### config.mk
export PLATFORM = sky130hd
export DESIGN_NAME = res_writeback
export DESIGN_NICKNAME = d
export VERILOG_FILES = /design/src/rtl/res_writeback.sv
export SDC_FILE = /design/constraint.sdc
export NUM_CORES = 2
export LEC_CHECK = 0
export BUFFER_PORTS_ARGS = -buffer_cell sky130_fd_sc_hd__buf_2
export CORE_MARGIN = 3
export CORE_UTILIZATION = 54
export DETAILED_ROUTE_END_ITERATION = 16
export HOLD_SLACK_MARGIN = 0.06
export PLACE_DENSITY = 0.72
export RECOVER_POWER = 25
export SLEW_MARGIN = 30
export SYNTH_ARGS = -nofsm -noshare
export SYNTH_HDL_FRONTEND = slang
export SYNTH_SLANG_ARGS = --single-unit
### constraint.sdc
create_clock -name clk -period 7.9 [get_ports clk]
set_input_delay 1.975 -clock clk [delete_from_list [all_inputs] [get_ports clk]]
set_output_delay 1.975 -clock clk [all_outputs]
set_load 0.02 [all_outputs]
### src/rtl/res_writeback.sv
// res_writeback: collects serialized result words into a small input FIFO and packs them
// into wide write beats. Each beat carries PACK lanes of W = NUM_PEGS*DATA_TYPE bits,
// plus a per-lane strobe. The beat address starts at the job's base address and advances
// by one on every accepted beat.
//
// Ports:
//   clk, rst        clock (rising edge) and synchronous active-high reset
//   i_start         job start pulse; i_base_addr / i_num_words are sampled with it
//   i_data_valid    serialized result word valid (no backpressure); word on i_data_bus
//   o_wr_valid      write beat valid; i_wr_ready completes the handshake
//   o_wr_addr       beat address
//   o_wr_data       beat data, lane k at [k*W +: W]
//   o_wr_strb       per-lane valid mask
//   o_busy          job in progress
//   o_done          one-cycle job completion pulse
//   o_overflow      sticky flag: a word was dropped because the FIFO was full
module res_writeback #(
    parameter int unsigned NUM_PEGS   = 4,
    parameter int unsigned DATA_TYPE  = 16,
    parameter int unsigned PACK       = 4,
    parameter int unsigned FIFO_DEPTH = 16,
    parameter int unsigned ADDR_W     = 32
) (
    input  logic                                clk,
    input  logic                                rst,
    input  logic                                i_start,
    input  logic [ADDR_W-1:0]                   i_base_addr,
    input  logic [15:0]                         i_num_words,
    input  logic                                i_data_valid,
    input  logic [NUM_PEGS*DATA_TYPE-1:0]       i_data_bus,
    output logic                                o_wr_valid,
    input  logic                                i_wr_ready,
    output logic [ADDR_W-1:0]                   o_wr_addr,
    output logic [PACK*NUM_PEGS*DATA_TYPE-1:0]  o_wr_data,
    output logic [PACK-1:0]                     o_wr_strb,
    output logic                                o_busy,
    output logic                                o_done,
    output logic                                o_overflow
);

    localparam int unsigned W      = NUM_PEGS * DATA_TYPE;
    localparam int unsigned PTR_W  = $clog2(FIFO_DEPTH);
    localparam int unsigned CNT_W  = PTR_W + 1;
    localparam int unsigned LANE_W = (PACK > 1) ? $clog2(PACK) : 1;

    typedef enum logic [1:0] {StIdle, StRun, StFlush} state_e;

    state_e state_q, state_d;

    // Job bookkeeping
    logic [15:0]        num_words_q;
    logic [15:0]        in_cnt_q;
    logic               overflow_q;
    logic               done_q;

    // Input FIFO
    logic [W-1:0]       mem_q [FIFO_DEPTH];
    logic [PTR_W-1:0]   wr_ptr_q, rd_ptr_q;
    logic [CNT_W-1:0]   count_q;
    logic [W-1:0]       fifo_rdata;

    // Lane accumulator and presented beat
    logic [PACK*W-1:0]  lane_data_q, lane_data_next;
    logic [LANE_W-1:0]  lane_cnt_q;
    logic [PACK-1:0]    strb_next;
    logic               wr_valid_q;
    logic [ADDR_W-1:0]  wr_addr_q;
    logic [PACK*W-1:0]  wr_data_q;
    logic [PACK-1:0]    wr_strb_q;

    logic start_ok, start_zero, fifo_empty, fifo_full;
    logic pop, push, drop, in_word, in_last, pop_last, lane_last, beat_close;
    logic handshake, job_end;

    assign start_ok   = i_start && (state_q == StIdle) && (i_num_words != 16'd0);
    assign start_zero = i_start && (state_q == StIdle) && (i_num_words == 16'd0);

    assign fifo_empty = (count_q == '0);
    assign fifo_full  = (count_q == CNT_W'(FIFO_DEPTH));
    assign fifo_rdata = mem_q[rd_ptr_q];

    assign handshake  = wr_valid_q && i_wr_ready;
    assign pop        = !fifo_empty && (!wr_valid_q || i_wr_ready);

    assign in_word    = (state_q == StRun) && i_data_valid;
    // A pop in the same cycle frees a slot, so a full FIFO can still take the word.
    assign push       = in_word && (!fifo_full || pop);
    assign drop       = in_word && fifo_full && !pop;
    assign in_last    = in_word && ((in_cnt_q + 16'd1) == num_words_q);

    // Words land in the FIFO one cycle after being counted, so by the time the job's final
    // word can be popped the FSM is already in FLUSH and nothing else will be pushed.
    assign pop_last   = pop && (state_q == StFlush) && (count_q == CNT_W'(1));
    assign lane_last  = (lane_cnt_q == LANE_W'(PACK - 1));
    assign beat_close = pop && (lane_last || pop_last);

    // Everything received has been popped and packed; only the last beat may be pending.
    // Also covers a job whose words were all dropped.
    assign job_end    = (state_q == StFlush) && fifo_empty && (lane_cnt_q == '0) &&
                        (!wr_valid_q || i_wr_ready);

    // FSM: state register
    always_ff @(posedge clk) begin
        if (rst) begin
            state_q <= StIdle;
        end else begin
            state_q <= state_d;
        end
    end

    // FSM: next state
    always_comb begin
        state_d = state_q;
        unique case (state_q)
            StIdle:  if (start_ok) state_d = StRun;
            StRun:   if (in_last)  state_d = StFlush;
            StFlush: if (job_end)  state_d = StIdle;
            default: state_d = StIdle;
        endcase
    end

    // FSM: outputs
    always_comb begin
        o_busy = (state_q != StIdle);
    end

    // Next accumulator contents and strobe for the lane being filled by this pop
    always_comb begin
        lane_data_next = lane_data_q;
        lane_data_next[int'(lane_cnt_q) * W +: W] = fifo_rdata;
        strb_next = '0;
        for (int k = 0; k < int'(PACK); k++) begin
            strb_next[k] = (k <= int'(lane_cnt_q));
        end
    end

    // FIFO storage, not reset: contents are only read behind the reset pointers
    always_ff @(posedge clk) begin
        if (push) begin
            mem_q[wr_ptr_q] <= i_data_bus;
        end
    end

    always_ff @(posedge clk) begin
        if (rst) begin
            num_words_q <= '0;
            in_cnt_q    <= '0;
            overflow_q  <= 1'b0;
            done_q      <= 1'b0;
            wr_ptr_q    <= '0;
            rd_ptr_q    <= '0;
            count_q     <= '0;
            lane_data_q <= '0;
            lane_cnt_q  <= '0;
            wr_valid_q  <= 1'b0;
            wr_addr_q   <= '0;
            wr_data_q   <= '0;
            wr_strb_q   <= '0;
        end else begin
            if (start_ok) begin
                num_words_q <= i_num_words;
                in_cnt_q    <= '0;
                overflow_q  <= 1'b0;
                wr_addr_q   <= i_base_addr;
            end
            if (in_word) begin
                in_cnt_q <= in_cnt_q + 16'd1;
            end
            if (drop) begin
                overflow_q <= 1'b1;
            end

            if (push) begin
                wr_ptr_q <= wr_ptr_q + PTR_W'(1);
            end
            if (pop) begin
                rd_ptr_q <= rd_ptr_q + PTR_W'(1);
            end
            if (push && !pop) begin
                count_q <= count_q + CNT_W'(1);
            end else if (pop && !push) begin
                count_q <= count_q - CNT_W'(1);
            end

            done_q <= job_end || start_zero;

            if (handshake) begin
                wr_valid_q <= 1'b0;
                wr_addr_q  <= wr_addr_q + ADDR_W'(1);
            end

            // Pop implies the beat slot is free (or being freed) this cycle, so a closing
            // beat can be loaded straight away.
            if (pop) begin
                if (beat_close) begin
                    wr_valid_q  <= 1'b1;
                    wr_data_q   <= lane_data_next;
                    wr_strb_q   <= strb_next;
                    lane_data_q <= '0;
                    lane_cnt_q  <= '0;
                end else begin
                    lane_data_q <= lane_data_next;
                    lane_cnt_q  <= lane_cnt_q + LANE_W'(1);
                end
            end
        end
    end

    assign o_wr_valid = wr_valid_q;
    assign o_wr_addr  = wr_addr_q;
    assign o_wr_data  = wr_data_q;
    assign o_wr_strb  = wr_strb_q;
    assign o_done     = done_q;
    assign o_overflow = overflow_q;

endmodule
# [Word-level counts from Yosys, hierarchy flattened]
# Memory sizes are Yosys's and may differ from the RTL's. A register that Yosys moved wholly into a read port is not among the register bits.
# Cells that the tools add are included.
# Widths: inputs -> output; s select.
[word_totals] register_bits=600 ramBits=1024 input_bits=117 output_inout_bits=296 wordCells=98 n_memories=1
[mem_list] name="mem_q" words=16 word_bits=64 rd=1 rd_clocked_by_memory_dff=1 wr=1 line="57" source="logic [W-1:0] mem_q [FIFO_DEPTH];"
[classes] add_sub_neg=8 n_lt_le_gt_ge=3 n_eq_ne=9 shift=2 muxes=22 n_reduce_logical=39
[ops] operator="$bwmux 256" count=1
[ops] operator="$mux 256" count=1
[ops] operator="$shift 64x34->256 const A" count=1
[ops] operator="$shiftx 64x34->256" count=1
[ops] operator="$mux 32" count=2
[ops] operator="$neg 8->34" count=1
[ops] operator="$add 32x1->32 const B" count=1
[ops] operator="$mux 16" count=2
[ops] operator="$logic_and 1x1->1" count=18
[ops] operator="$add 16x1->16 const B" count=1
[ops] operator="$eq 16x16->1" count=1
[ops] operator="$logic_not 16->1" count=1
[ops] operator="$reduce_bool 16->1" count=1
[ops] operator="$mux 5" count=2
[ops] operator="$reduce_bool 2->1" count=5
[ops] operator="$add 4x1->4 const B" count=2
[ops] operator="$mux 2" count=4
[ops] operator="$mux 4" count=2
[ops] operator="$mux 1" count=7
[ops] operator="$ne 2x2->1 const B" count=3
[ops] operator="$pmux 2 s3" count=1
[ops] operator="$add 5x1->5 const B" count=1
[ops] operator="$eq 5x1->1 const B" count=1
[ops] operator="$eq 5x5->1 const B" count=1
[ops] operator="other kinds (12)" count=22

# [Depth between registers and ports, before layout]
[logic_depth] depth_word=9 mapped_depth=10 depth_no_buf=9

# [Worst setup path after synthesis]
# Ideal clock, no wire load.
[synth_path] path_kind="input to register" from="input i_data_valid" to="memory mem_q[3][0] (netlist bit), enable pin" arrival_ns=7.250 setup_slack_ns=0.085 stages=6 cell_sequence="and3_1 -> clkbuf_1 -> o31a_1 -> clkbuf_1 -> nand2_1 -> nor3_1"
[synth_between] elab_chain_cells=4
[synth_lines] element="start: declaration" line="29" source="input logic i_data_valid,"
[synth_lines] element="$logic_and 1x1->1" line="85" source="assign in_word = (state_q == StRun) && i_data_valid;"
[synth_lines] element="$logic_and 1x1->1" line="87" source="assign push = in_word && (!fifo_full || pop);"
[synth_lines] element="via push" line="72" source="logic pop, push, drop, in_word, in_last, pop_last, lane_last, beat_close;"
[synth_lines] element="$mux 1" line="139" source="if (push) begin"
[synth_lines] element="$mux 1 (implied by the code)" line="140" source="mem_q[wr_ptr_q] <= i_data_bus;"
[synth_lines] element="end: declaration" line="57"
# The timed path passes the listed nets, and every way through them passes these cells.

# [Final worst setup path]
[layout_path] from="input i_data_valid" to="memory mem_q[9][50] (netlist bit), enable pin"
[layout_between] elab_chain_cells=4
[layout_lines] element="$logic_and 1x1->1" line="85"
[layout_lines] element="$logic_and 1x1->1" line="87"
[layout_lines] element="$mux 1" line="139"
[layout_lines] element="$mux 1 (implied by the code)" line="140"
# No other way between the ends.

==> flow_metrics.env <==
export IMPL_outcome="complete, no violations"
export IMPL_row_count=123
export IMPL_whs_path_depth=2
export IMPL_grt_use_total_pct=26.0
export IMPL_register_area_sq_um=42900
export IMPL_die_h_um=344
export IMPL_synth_edf_count=1024
export IMPL_post_cts_buffers=0
export IMPL_async_flop_share_pct=0
export IMPL_slew_violations=0
export IMPL_numCtsBuffers=158
export IMPL_synth_seq_area_share_pct=69.5
export IMPL_hold_start="o_wr_strb[0]"
export IMPL_hold_violations=0
export IMPL_synth_seq_cells=1628
export IMPL_worst_ep_arrival_time_ps=4850
export IMPL_nFillCells=8192
export IMPL_cts_tree="built"
export IMPL_critPathCaptureType="flip-flop"
export IMPL_final_common_cell="edfxtp_1"
export IMPL_worstReg2RegEnd="lane_data_q[228]"
export IMPL_post_synth_cell_area_avg_sq_um=15.3
export IMPL_synth_cell_types=62
export IMPL_post_cts_resized=0
export IMPL_root_buffer="clkbuf_16"
export IMPL_rrSetupSlack_ps=4100
export IMPL_area_growth_pct=14.4
export IMPL_start_util_pct=54.6
export IMPL_r2r_cells=8
export IMPL_grt_overflow=0
export IMPL_drt_iter0_drc=4149
export IMPL_layout_drive_gt1_share_pct=22.4
export IMPL_critPathLaunchType="primary input"
export IMPL_synth_cells=4038
export IMPL_post_cts_hold_buffer_count=0
export IMPL_grt_max_degree=183
export IMPL_tns_ps=0
export IMPL_setup_viol=0
export IMPL_core_area_sq_um=113000
export IMPL_hold_path_endpoint="o_wr_strb[0]"
export IMPL_clock_skew_final_ps=27.6
export IMPL_hp_class="reg -> reg"
export IMPL_p_leak_uw=0.0241
export IMPL_ir_drop_uv=266
export IMPL_worst_pin_slew_ps=1090
export IMPL_antenna_found_initial=20
export IMPL_required_ps=8260
export IMPL_gp_congestion=0.865
export IMPL_fp_dieW_um=344
export IMPL_vias=38259
export IMPL_max_freq_mhz=223
export IMPL_grt_pass1_wl_um=233000
export IMPL_routedWlPerCell_um=26.0
export IMPL_final_core_util_pct=62.5
export IMPL_rr_startpoint="lane_cnt_q[0]"
export IMPL_grt_setup_unrepaired="false"
export IMPL_synth_main_ff_cell="edfxtp_1"
export IMPL_max_cap_viol_count=0
export IMPL_ys_warn_count=0
export IMPL_cts_clk_slew_worst_paths_ps=60
export IMPL_fp_dieArea_sq_um=118000
export IMPL_viasPerCell=6.37
export IMPL_layout_common_cells="edfxtp_1, dfxtp_1, buf_2"
export IMPL_port_buffers=412
export IMPL_stdcell_area_sq_um=70600
export IMPL_netlist_area_sq_um=61700
export IMPL_ant_nets=0
export IMPL_slew_headroom_pct=27.0
export IMPL_drc=0
export IMPL_drtPass1Iterations=5
export IMPL_synth_nets=4174
export IMPL_multi_input_area_sq_um=17800
export IMPL_totalWireLength_um=156000
export IMPL_placed_area_sq_um=65300
export IMPL_powerDensity_nw_per_um2=315
export IMPL_dp_hpwl_um=89600
export IMPL_htree_levels=4
export IMPL_fin_nets=4500
export IMPL_fin_crit_sh_pct=56.8
export IMPL_criticalPathCategory="in -> reg"
export IMPL_clkSinkCount=1628
export IMPL_ioPinCount=413
export IMPL_insertion_delay_ps=750
export IMPL_fin_crit_ps=4490
export IMPL_grt_pass1_vias=36643
export IMPL_cts_path_max_buffers=3
export IMPL_critPathMaxFanout=53
[logic make-up after synthesis]
logic type / Yosys count / synth area share (%)
compound gates: 798 / 10.2
xor+xnor: 28 / 0.398
fa+ha+maj: 19 / 0.385
buf+inv: 344 / 2.27
flops: 1628 / 69.5
mux: 324 / 10.5
simple gates: 897 / 6.80
[registers in the layout, summed over array words and instances (netlist names), 2 cells and up, named ones only]
| register | count |
|---|---|
| count_q | 5 |
| in_cnt_q | 16 |
| lane_cnt_q | 2 |
| lane_data_q | 256 |
| mem_q | 1024 |
| num_words_q | 16 |
| o_wr_addr | 32 |
| o_wr_data | 256 |
| o_wr_strb | 4 |
| rd_ptr_q | 4 |
| state_q | 2 |
| wr_ptr_q | 4 |
[critical path, cell delays in order]
cell and delay [ps]:
buf_2 80, and3_1 540, o31a_1 540, nand2_1 330
nor2_4 470, buf_4 850
[layout make-up]
type	instances	area share [%]
diodes	3	0.0106
flip-flops and latches	1628	60.7
clock buffers	219	6.35
inverters	20	0.106
clock inverters	76	0.954
well taps	1500	2.66
multi-input cells	2066	25.2
repair buffers	490	4.00
[Yosys cell counts, drive strengths merged, types with 3 or more instances]
library cell / count / area (sq um)
nand3: 31 / 160
mux2i: 67 / 671
xor2: 13 / 114
dfxtp: 604 / 12100
and4: 3 / 26.3
and3: 13 / 81.3
inv: 20 / 75.1
or3: 11 / 73.8
a211oi: 77 / 578
a221oi: 258 / 2260
or2: 4 / 27.5
xnor2: 15 / 131
nand2b: 9 / 56.3
clkbuf: 256 / 961
mux4: 256 / 5770
nand2: 92 / 345
nor4: 17 / 106
and2: 4 / 25.0
edfxtp: 1024 / 30700
nor2b: 72 / 450
o22ai: 4 / 50.1
ha: 19 / 238
or4: 7 / 52.6
nand4: 15 / 93.8
a311oi: 9 / 78.8
o21ai: 22 / 110
a21oi: 132 / 661
a31oi: 11 / 68.8
nor2: 333 / 1250
o211ai: 7 / 52.6
a22o: 256 / 2240
nor3: 281 / 1410
buf: 68 / 362
[where the power goes]
| group | leakage [uW] | switching [uW] | internal, uW |
|---|---|---|---|
| registers | 0.0141 | 384 | 9420 |
| logic | 0.00748 | 3230 | 1810 |
| clock network | 0.00255 | 3150 | 4250 |
| total | 0.0241 | 6760 | 15500 |
[worst max path at each step]
stage	start	to	slack [ps]	cells after the start
global route	i_data_valid	mem_q[9][45]	3340	6
detailed placement	i_data_valid	mem_q[9][47]	2630	6
CTS	i_data_valid	mem_q[9][50]	3440	6
floorplan	i_data_valid	mem_q[3][0]	90	6
finish	i_data_valid	mem_q[9][50]	3410	6
global placement	i_data_valid	mem_q[9][53]	2640	6
[per-layer routing]
layer,vias up,share of wire [%],global-route usage [%]
li1,16728,-,-
met1,19333,41,37.9
met2,1895,46,39.7
met3,287,9.5,5.07
met4,16,2.8,8.30
met5,-,0.065,0
[per-stage QoR]
stage	power (uW)	std cells	worst slack, ps	hold WS (ps)
final	22200	6002	3410	465
after global routing	23100	6000	3340	483
after CTS	22300	5994	3440	472
after detailed placement	14900	5699	2630	454
after global placement	14800	5698	2640	446
after floorplan	13200	4038	85.3	442
Note: power is estimated with default switching activity, not from simulation.
